File: config.mk
export PLATFORM = sky130hd
export DESIGN_NAME = line_buffer_writer
export DESIGN_NICKNAME = d
export VERILOG_FILES = /design/src/rtl/chroni_pkg.sv /design/src/rtl/line_phase_counter.sv /design/src/rtl/line_buffer_writer.sv
export SDC_FILE = /design/constraint.sdc
export NUM_CORES = 1
export LEC_CHECK = 0
export ABC_AREA = 1
export CAP_MARGIN = 30
export CORE_MARGIN = 1
export CORE_UTILIZATION = 40
export DETAILED_ROUTE_END_ITERATION = 10
export GPL_TIMING_DRIVEN = 0
export RECOVER_POWER = 50
export SLEW_MARGIN = 40
export SYNTH_ARGS = -nofsm -noshare
export SYNTH_HDL_FRONTEND = slang
export SYNTH_HIERARCHICAL = 1
export SYNTH_SLANG_ARGS = --single-unit
File: constraint.sdc
create_clock -name sys_clk -period 3.1 [get_ports sys_clk]
set_input_delay 0.62 -clock sys_clk [delete_from_list [all_inputs] [get_ports sys_clk]]
set_output_delay 0.62 -clock sys_clk [all_outputs]
set_load 0.01 [all_outputs]
File: src/rtl/chroni_pkg.sv
// Shared line-buffer definitions: writer FSM encodings, default line width, buffer address width.
// Latency: n/a (package only).
// Backpressure: n/a (package only).
package chroni_pkg;

   localparam int LINE_WIDTH_DEFAULT = 640;
   localparam int BUF_ADDR_W         = 11;

   localparam logic [1:0] ST_IDLE = 2'd0;
   localparam logic [1:0] ST_REQ  = 2'd1;
   localparam logic [1:0] ST_FILL = 2'd2;
   localparam logic [1:0] ST_WAIT = 2'd3;

   // Last phase value before the read bank flips: 2 or 4 scanlines per rendered line.
   function automatic logic [1:0] phase_max(input logic pixel_scale);
      return pixel_scale ? 2'd3 : 2'd1;
   endfunction

endpackage

File: src/rtl/line_phase_counter.sv
// Counts VGA scanlines inside a rendered line and flips the read bank when the line period ends.
// Latency: read_bank updates 1 cycle after the scanline_start that ends the period; toggle is combinational.
// Backpressure: none; free-running once started, halted by stop.
// Ports: clk/reset_n; start (render_start), stop (mode_changed, wins over start);
//        scanline_start, pixel_scale in; read_bank out, toggle = pulse in the cycle the bank flips.
module line_phase_counter
   import chroni_pkg::*;
(
   input  logic clk,
   input  logic reset_n,
   input  logic start,
   input  logic stop,
   input  logic scanline_start,
   input  logic pixel_scale,
   output logic read_bank,
   output logic toggle
);

   logic       active;
   logic [1:0] phase;

   // >= rather than == so a pixel_scale change mid-line cannot strand phase above the limit.
   assign toggle = active && scanline_start && !start && !stop &&
                   (phase >= phase_max(pixel_scale));

   always_ff @(posedge clk or negedge reset_n) begin
      if (!reset_n) begin
         active    <= 1'b0;
         phase     <= 2'd0;
         read_bank <= 1'b0;
      end else if (stop) begin
         active    <= 1'b0;
         phase     <= 2'd0;
         read_bank <= 1'b0;
      end else if (start) begin
         // A scanline_start in the same cycle is swallowed: phase stays 0.
         active    <= 1'b1;
         phase     <= 2'd0;
         read_bank <= 1'b0;
      end else if (active && scanline_start) begin
         if (toggle) begin
            phase     <= 2'd0;
            read_bank <= ~read_bank;
         end else begin
            phase <= phase + 2'd1;
         end
      end
   end

endmodule

File: src/rtl/line_buffer_writer.sv
// Fills a two-bank line buffer with rendered pixels, one line ahead of the bank being displayed.
// Latency: buffer write appears 1 cycle after each pix_valid/pix_ready transfer.
// Backpressure: pix_ready is high only while filling; upstream holds pix_data until accepted.
// Ports: sys_clk/reset_n; video timing pulses (mode_changed, frame_start, render_start, scanline_start);
//        pixel_scale, vis_lines config; line_req/line_num request; pix_valid/pix_data/pix_ready stream;
//        buf_we/buf_addr/buf_data buffer write; blank_scanline, underrun status.
module line_buffer_writer
   import chroni_pkg::*;
#(
   parameter int LINE_WIDTH = LINE_WIDTH_DEFAULT,
   parameter int LINE_BITS  = 10
) (
   input  logic                  sys_clk,
   input  logic                  reset_n,
   input  logic                  mode_changed,
   input  logic                  frame_start,
   input  logic                  render_start,
   input  logic                  scanline_start,
   input  logic                  pixel_scale,
   input  logic [LINE_BITS-1:0]  vis_lines,
   output logic                  line_req,
   output logic [LINE_BITS-1:0]  line_num,
   input  logic                  pix_valid,
   input  logic [15:0]           pix_data,
   output logic                  pix_ready,
   output logic                  buf_we,
   output logic [BUF_ADDR_W-1:0] buf_addr,
   output logic [15:0]           buf_data,
   output logic                  blank_scanline,
   output logic                  underrun
);

   localparam logic [LINE_BITS-1:0]  ONE     = LINE_BITS'(1);
   localparam logic [LINE_BITS-1:0]  LAST_X  = LINE_BITS'(LINE_WIDTH - 1);
   localparam logic [BUF_ADDR_W-1:0] BANK1_A = BUF_ADDR_W'(LINE_WIDTH);

   logic [1:0]           state;
   logic                 fill_bank;
   logic                 read_bank;
   logic                 new_read;
   logic                 toggle;
   logic                 blank;
   logic [LINE_BITS-1:0] x;
   logic [LINE_BITS-1:0] vis_lat;
   logic [LINE_BITS-1:0] next_line;
   logic [1:0]           complete;
   logic [1:0]           done_mask;
   logic [1:0]           complete_now;
   logic                 start;
   logic                 xfer;
   logic                 fill_done;
   logic                 more_lines;
   logic                 do_toggle;

   line_phase_counter u_phase (
      .clk            (sys_clk),
      .reset_n        (reset_n),
      .start          (render_start),
      .stop           (mode_changed),
      .scanline_start (scanline_start),
      .pixel_scale    (pixel_scale),
      .read_bank      (read_bank),
      .toggle         (toggle)
   );

   // mode_changed cuts the handshake in its own cycle so no write follows it.
   assign start          = render_start && !mode_changed;
   assign pix_ready      = (state == ST_FILL) && !mode_changed;
   assign line_req       = (state == ST_REQ) && !mode_changed;
   assign blank_scanline = blank;

   assign xfer       = pix_valid && pix_ready;
   assign fill_done  = xfer && (x == LAST_X);
   assign next_line  = line_num + ONE;
   assign more_lines = next_line < vis_lat;
   assign do_toggle  = toggle && (state != ST_IDLE);
   assign new_read   = ~read_bank;

   // Completion status including a line that finishes on this very edge.
   assign done_mask    = fill_done ? (fill_bank ? 2'b10 : 2'b01) : 2'b00;
   assign complete_now = complete | done_mask;

   always_ff @(posedge sys_clk or negedge reset_n) begin
      if (!reset_n) begin
         state     <= ST_IDLE;
         fill_bank <= 1'b0;
         x         <= '0;
         vis_lat   <= '0;
         line_num  <= '0;
         complete  <= 2'b00;
         buf_we    <= 1'b0;
         buf_addr  <= '0;
         buf_data  <= '0;
         blank     <= 1'b1;
         underrun  <= 1'b0;
      end else begin
         buf_we <= xfer;
         if (xfer) begin
            buf_addr <= fill_bank ? (BANK1_A + BUF_ADDR_W'(x)) : BUF_ADDR_W'(x);
            buf_data <= pix_data;
            x        <= fill_done ? '0 : (x + ONE);
         end
         complete <= complete_now;
         if (frame_start) underrun <= 1'b0;

         if (mode_changed) begin
            state <= ST_IDLE;
            blank <= 1'b1;
            x     <= '0;
         end else if (start) begin
            state     <= ST_REQ;
            line_num  <= '0;
            fill_bank <= 1'b0;
            vis_lat   <= vis_lines;
            x         <= '0;
            complete  <= 2'b00;
         end else if (do_toggle) begin
            // Underrun setting overrides a frame_start clear in the same cycle.
            blank <= !complete_now[new_read];
            if (!complete_now[new_read]) underrun <= 1'b1;
            if (more_lines) begin
               // Released bank gets the next line; any fill in flight is abandoned.
               state               <= ST_REQ;
               fill_bank           <= read_bank;
               line_num            <= next_line;
               x                   <= '0;
               complete[read_bank] <= 1'b0;
            end else if (fill_done) begin
               state <= ST_IDLE;
            end
         end else begin
            case (state)
               ST_REQ: state <= ST_FILL;
               ST_FILL: begin
                  if (fill_done) begin
                     if (fill_bank == read_bank) blank <= 1'b0;
                     if (!more_lines) begin
                        state <= ST_IDLE;
                     end else if (line_num == '0) begin
                        // Line 1 goes straight into bank 1 so both banks are primed.
                        state     <= ST_REQ;
                        fill_bank <= 1'b1;
                        line_num  <= next_line;
                     end else begin
                        state <= ST_WAIT;
                     end
                  end
               end
               default: ;
            endcase
         end
      end
   end

endmodule

## Word-level counts from Yosys, hierarchy flattened

Cells that the tools add are included.

| storage, ports and cells | value |
|---|---|
| register bits after elaboration | 69 |
| word-level logic and storage cells | 130 |
| bits of input ports | 34 |

| operators by class | value |
|---|---|
| eq/ne operators | 9 |
| order comparisons | 5 |
| reductions and logical operators | 31 |
| $add $sub $neg | 4 |
| bitwise operators | 5 |
| multiplexer cells | 62 |

Operators by type and width:

| cell | count |
|---|---|
| $mux 10 | 13 |
| $mux 2 | 19 |
| $mux 1 | 27 |
| $reduce_bool 3->1 | 8 |
| $add 10x1->10 const B | 2 |
| $add 10x10->11 const A | 1 |
| $logic_and 1x1->1 | 11 |
| $mux 11 | 1 |
| $eq 10x10->1 const B | 1 |
| $logic_not 10->1 | 1 |
| $lt 10x10->1 | 1 |
| $ne 5x5->1 const B | 2 |
| $ne 3x3->1 const B | 2 |
| $reduce_and 6->1 | 1 |
| $reduce_bool 5->1 | 1 |
| $lt 1x2->1 const B | 2 |
| $pmux 2 s2 | 1 |
| $reduce_and 2->1 | 2 |
| $reduce_and 4->1 | 1 |
| $reduce_bool 2->1 | 2 |
| $logic_not 1->1 | 3 |
| $reduce_and 3->1 | 1 |
| $add 2x1->2 const B | 1 |
| $and 2x2->2 | 1 |
| 10 further kinds | 11 |

## Logic depth before layout (Yosys ltp)

| logic depth | value |
|---|---|
| depth after elaboration | 12 |
| depth in mapped cells | 18 |

## Cells and area by module

The synthesis kept the hierarchy.

By module, submodules not included:

| module | cells each | instances | area each (sq um) |
|---|---|---|---|
| line_buffer_writer | 453 | 1 | 3,458.3 |
| line_phase_counter | 29 | 1 | 229.0 |

## Worst setup path after synthesis

Ideal clock, no wire load.

| path | value |
|---|---|
| kind | register to register |
| start | register line_num[4] |
| end | register line_num[2] |
| required time | 2.983 ns |
| slack | 0.641 ns |
| period minus slack after synthesis | 2.459 ns |
| setup time | 0.117 ns |
| stages on the path, launching flop included | 18 |
| buffers on the path | 2 |
| data arrival time | 2.342 ns |
| path through | dfrtp_1 clkbuf_1 nand2_1 nor2_1 nand4_1 nand2_1 inv_1 nor2_1 inv_1 ha_1 nand2_1 nor2_1 nand3_1 nand3_1 nand3_1 buf_2 nand3b_1 nand2_1 |

| between the ends | value |
|---|---|
| longest elaborated chain between the ends | 4 |

Ends and longest elaborated chain:

| element | line | text |
|---|---|---|
| start, declared | line_buffer_writer.sv:22 | `output logic [LINE_BITS-1:0] line_num,` |
| start signal, assigned | line_buffer_writer.sv:125 | `line_num <= next_line;` |
| start signal, assigned | line_buffer_writer.sv:143 | `line_num <= next_line;` |
| $add 10x1->10 | line_buffer_writer.sv:74 | `assign next_line = line_num + ONE;` |
| $lt 10x10->1 | line_buffer_writer.sv:75 | `assign more_lines = next_line < vis_lat;` |
| $ne 3x3->1 (no line) | - |  |
| $reduce_and 6->1 (no line) * | - |  |

Mark *: on every way between the ends. The rest lies on a longest branch, timed or not.
A chain may end at the register's enable or synchronous reset.

## Final worst setup path

| path | value |
|---|---|
| start | register line_num[0] |
| end | register line_num[2] |

| between the ends | value |
|---|---|
| longest elaborated chain between the ends | 7 |

Ends and longest elaborated chain:

| element |
|---|
| parallel branches: the longest is 7 deep, another holds $add 10x1->10 |

Several ways; the timed one is not identified. The select of a mux whose other input is x is not followed.

==> results.md <==
- Number of antenna cells inserted: 0
- Leak pwr: 2.403 nW
- Via Count: 3,227
- Beginning of the worst hold path: buf_data[10]
- Cell chain of the critical path: inv_1, nor2_2, nand4_1, nand2_1, inv_1, nor2_1, inv_1, ha_1, nand2_1, inv_1, a21oi_1, nand3_1, nand3_1, buf_2, nand3b_1, nand2_1
- Cell type with the largest total area after synthesis: sky130_fd_sc_hd__dfrtp_1
- Destination of the worst register-to-register timing path: line_num[2]
- Total power draw: 3.127 mW
- Total Die Area: 9606 um2
- Root Driver: sky130_fd_sc_hd__clkbuf_8
- Sum of routed wire length over all layers: 8192 um
- Average routed wire per standard cell: 12.05 um
- Met3 routed wirelength: 310 um
- Library cell with the highest instance count after synthesis: sky130_fd_sc_hd__nand2_1
- WP data arrival: 3.04 ns
- Worst hold path depth: 2
- Clock latency of the later-clocked register in the worst-skew pair: 0.34 ns
- Last weighted congestion value of the routability-driven placer: 0.8170
- Outcome: complete, but fails checks
- Min-Delay Path Class: reg2reg
- Post-synthesis cell type count: 32
- Power density over the cells: 650.2 nW/um2
- Worst-case vdd ir drop: 0.2760 mV
- Max-slew headroom: 17.80%
- Critical Path Start Type: register
- Max Freq: 0.3614 GHz
- CP max stage cell: sky130_fd_sc_hd__dfrtp_1
- Total Routing Usage GR: 18.45%
- Number of clock buffers inserted by TritonCTS: 9
- HPWL after detailed placement: 6089 um
- M1 wire length: 4047 um
- Start-to-end type of the worst setup path: reg2reg
- Number of max-cap violations: 0
- Synthesis Warnings: 6
- Cell count of the worst reg-to-reg path: 16
- Met2 wirelength from detailed routing: 3695 um
- Final antenna-violating net count: 0
- Peak per-stage delay on the critical path: 0.45 ns
- Net count after synthesis: 530
- Violated checks: design-rule violations
- Vias in the first global route: 3,096
- Worst Path Buf+Inv: 5
- Number of enable flip-flop cells after synthesis: 0
- Initial antenna violation count: 0
- Highest metal layer with signal wires: met4
- Critical-path maximum fanout: 10
- Number of post-CTS setup repair buffers: 0
- H-tree Lvls: 3
- CTS tree: yes
- Clock tree buffer depth: 2
- Cell repeated most along the worst path: sky130_fd_sc_hd__inv_1
- Hold Buf Count CTS: 0
- Main area contributors after synthesis: sky130_fd_sc_hd__dfrtp_1, sky130_fd_sc_hd__nand2_1, sky130_fd_sc_hd__inv_1
- Drc violations: 6
- Reg-to-reg setup timing slack: 0.33 ns
- Average cell area after synthesis: 7.650 um2
- Final critical-path required period: 2.767 ns
- Die height: 98.01 um
- Dominant delay contributor by cell family on the critical path: simple AND/OR/NAND/NOR gates
- Most frequent cells after synthesis: sky130_fd_sc_hd__nand2_1, sky130_fd_sc_hd__dfrtp_1, sky130_fd_sc_hd__inv_1
- Placed cells: 666
- Fraction of synthesized cell area taken by the top area cell type: 46.15%
- Synth Cell Area: 3687 um2
- Fin Clk Skew: 0.009507 ns
- Part of the Yosys area used for sequential elements: 46.86%
- Core area: 8806 um2
- Effective utilization at floorplan: 41.87%
- Clock-pin slew on the worst setup and hold paths: 0.07 ns
- Layout Area Growth over Synthesis: 30.44%
- Commonest register cell after synthesis: sky130_fd_sc_hd__dfrtp_1
- Synthesis-stage register bit count: 69
- Horizontal extent of the die: 98.01 um
- Io pins: 76
- Count of standard-cell rows: 34
- Destination of the worst hold path: buf_data[10]
- Final setup violation count: 0
- Share of async-settable or async-resettable flops after synthesis: 100.0%
- Vias per inst: 4.746
- Cell count after synthesis: 482
- Fraction of layout cells with a size suffix above 1: 8.217%
- Slew @ Worst Pin: 1.233 ns
- Maximum number of pins on one net before global-route repair: 48
- Iter 0 DRT Violations: 88
- Max-slew violations: 0
- Drt first pass iters: 9
- Final Non-Filler Cells: 680
- Total overflow reported by the global router: 0
- First-pass GRT wire length: 14,210 um
- Clock Sink Count: 69
- Final nets: 616
- Share of the cycle needed by the critical path after routing: 89.26%
- Final hold vios: 0
- R2R Path Start: line_num[0]
- Unrepaired setup endpoints after global routing: no
- Number of input and output port buffers inserted: 75
- CP Data Required Time: 3.37 ns
- Critical Path Sink Type: register
[metrics by stage]
stage | util [%] | area [um2] | hold WS, ns | setup WS (ns) | TNS [ns]
6_report | 54.62 | 4810 | 0.4737 | 0.3328 | 0
5_1_grt | 54.62 | 4810 | 0.4943 | 0.07698 | 0
4_1_cts | 54.94 | 4838 | 0.1195 | 0.2156 | 0
3_5_place_dp | 52.26 | 4602 | 0.4647 | 0.1267 | 0
3_3_place_gp | 51.93 | 4573 | 0.4564 | -1.069 | -72.54
2_1_floorplan | - | 3687 | 0.3244 | 0.6407 | 0
[where the power goes]
part,internal (mW),switching (mW)
combinational,0.500,0.518
sequential,1.09,0.147
clock,0.531,0.345
total,2.12,1.01
[layout by cell type (no fill, tap or decap), types with 2 or more instances in the layout]
cell,n
sky130_fd_sc_hd__nand2_1,169
sky130_fd_sc_hd__dfrtp_1,68
sky130_fd_sc_hd__clkdlybuf4s50_1,57
sky130_fd_sc_hd__inv_1,51
sky130_fd_sc_hd__nor2_1,46
sky130_fd_sc_hd__nand3_1,28
sky130_fd_sc_hd__o21ai_0,18
sky130_fd_sc_hd__dlygate4sd3_1,17
sky130_fd_sc_hd__ha_1,14
sky130_fd_sc_hd__xor2_1,11
sky130_fd_sc_hd__a21oi_1,11
sky130_fd_sc_hd__clkbuf_8,9
sky130_fd_sc_hd__nor3_1,8
sky130_fd_sc_hd__nand4_1,8
sky130_fd_sc_hd__nor2_2,6
sky130_fd_sc_hd__nand2_2,6
sky130_fd_sc_hd__inv_2,5
sky130_fd_sc_hd__clkbuf_1,5
sky130_fd_sc_hd__buf_2,4
sky130_fd_sc_hd__nand3_2,4
sky130_fd_sc_hd__buf_1,3
sky130_fd_sc_hd__nand3b_1,3
sky130_fd_sc_hd__bufinv_16,3
sky130_fd_sc_hd__nor2_4,2
sky130_fd_sc_hd__xnor2_1,2
sky130_fd_sc_hd__clkinv_4,2
[layer usage]
| metal | vias to the layer above | GRT usage [%] |
|---|---|---|
| met5 | - | 0 |
| met4 | 0 | 7.925 |
| met3 | 11 | 2.863 |
| met2 | 65 | 28.39 |
| met1 | 1474 | 25.83 |
| li1 | 1677 | - |
[flip-flops by register name, summed over array words and instances, names as in the netlist]
register,flops
u_phase/active,1
buf_we,1
u_phase/read_bank,1
blank_scanline,1
complete,2
vis_lat,10
x,10
state,2
buf_data,16
line_num,10
underrun,1
u_phase/phase,2
buf_addr,11
fill_bank,1
[worst register-to-register path: cells and delay by family, from the launching register on]
kind / cells / cell delay [ns]
simple gates: 9 / 1.23
flops: 1 / 0.45
buf+inv: 5 / 0.48
fa+ha+maj: 1 / 0.28
compound gates: 1 / 0.28
[layout make-up]
class                      instances  area (um2)
tap                              108       135.1
clock inverter                     6       112.6
sequential                        69        1728
buffer                            13       65.06
multi-input combinational        343        1685
fill                             865        3996
clock buffer                       9       123.9
inverter                          56       210.2
timing repair buffer              76       749.5
[logic make-up (layout without fill, tap and decap cells)]
kind of cell	Yosys count	in the layout	share of synthesized area, %
buffers and inverters	70	160	7.567
XOR/XNOR	13	13	3.088
multiplexers	1	1	0.2715
flip-flops	69	69	46.86
AO/OA/AOI/OAI	33	33	4.751
adder cells (fa/ha/maj)	14	14	4.751
AND/OR/NAND/NOR	282	282	32.71
[worst max path at each step]
stage / start / endpoint / cells after the start
detailed placement: pixel_scale / line_num[4] / 17
CTS: line_num[4] / line_num[3] / 17
floorplan: line_num[4] / line_num[2] / 17
finish: line_num[0] / line_num[2] / 16
global route: line_num[0] / line_num[2] / 15
global placement: reset_n / u_phase/active / 1
[timing repair]
action / CTS / global route
endpoints found under the hold margin: 0 / 0
endpoints found under the setup margin: 0 / 9
gates resized for setup: 0 / 2
Power figures use the tool's default switching activity.
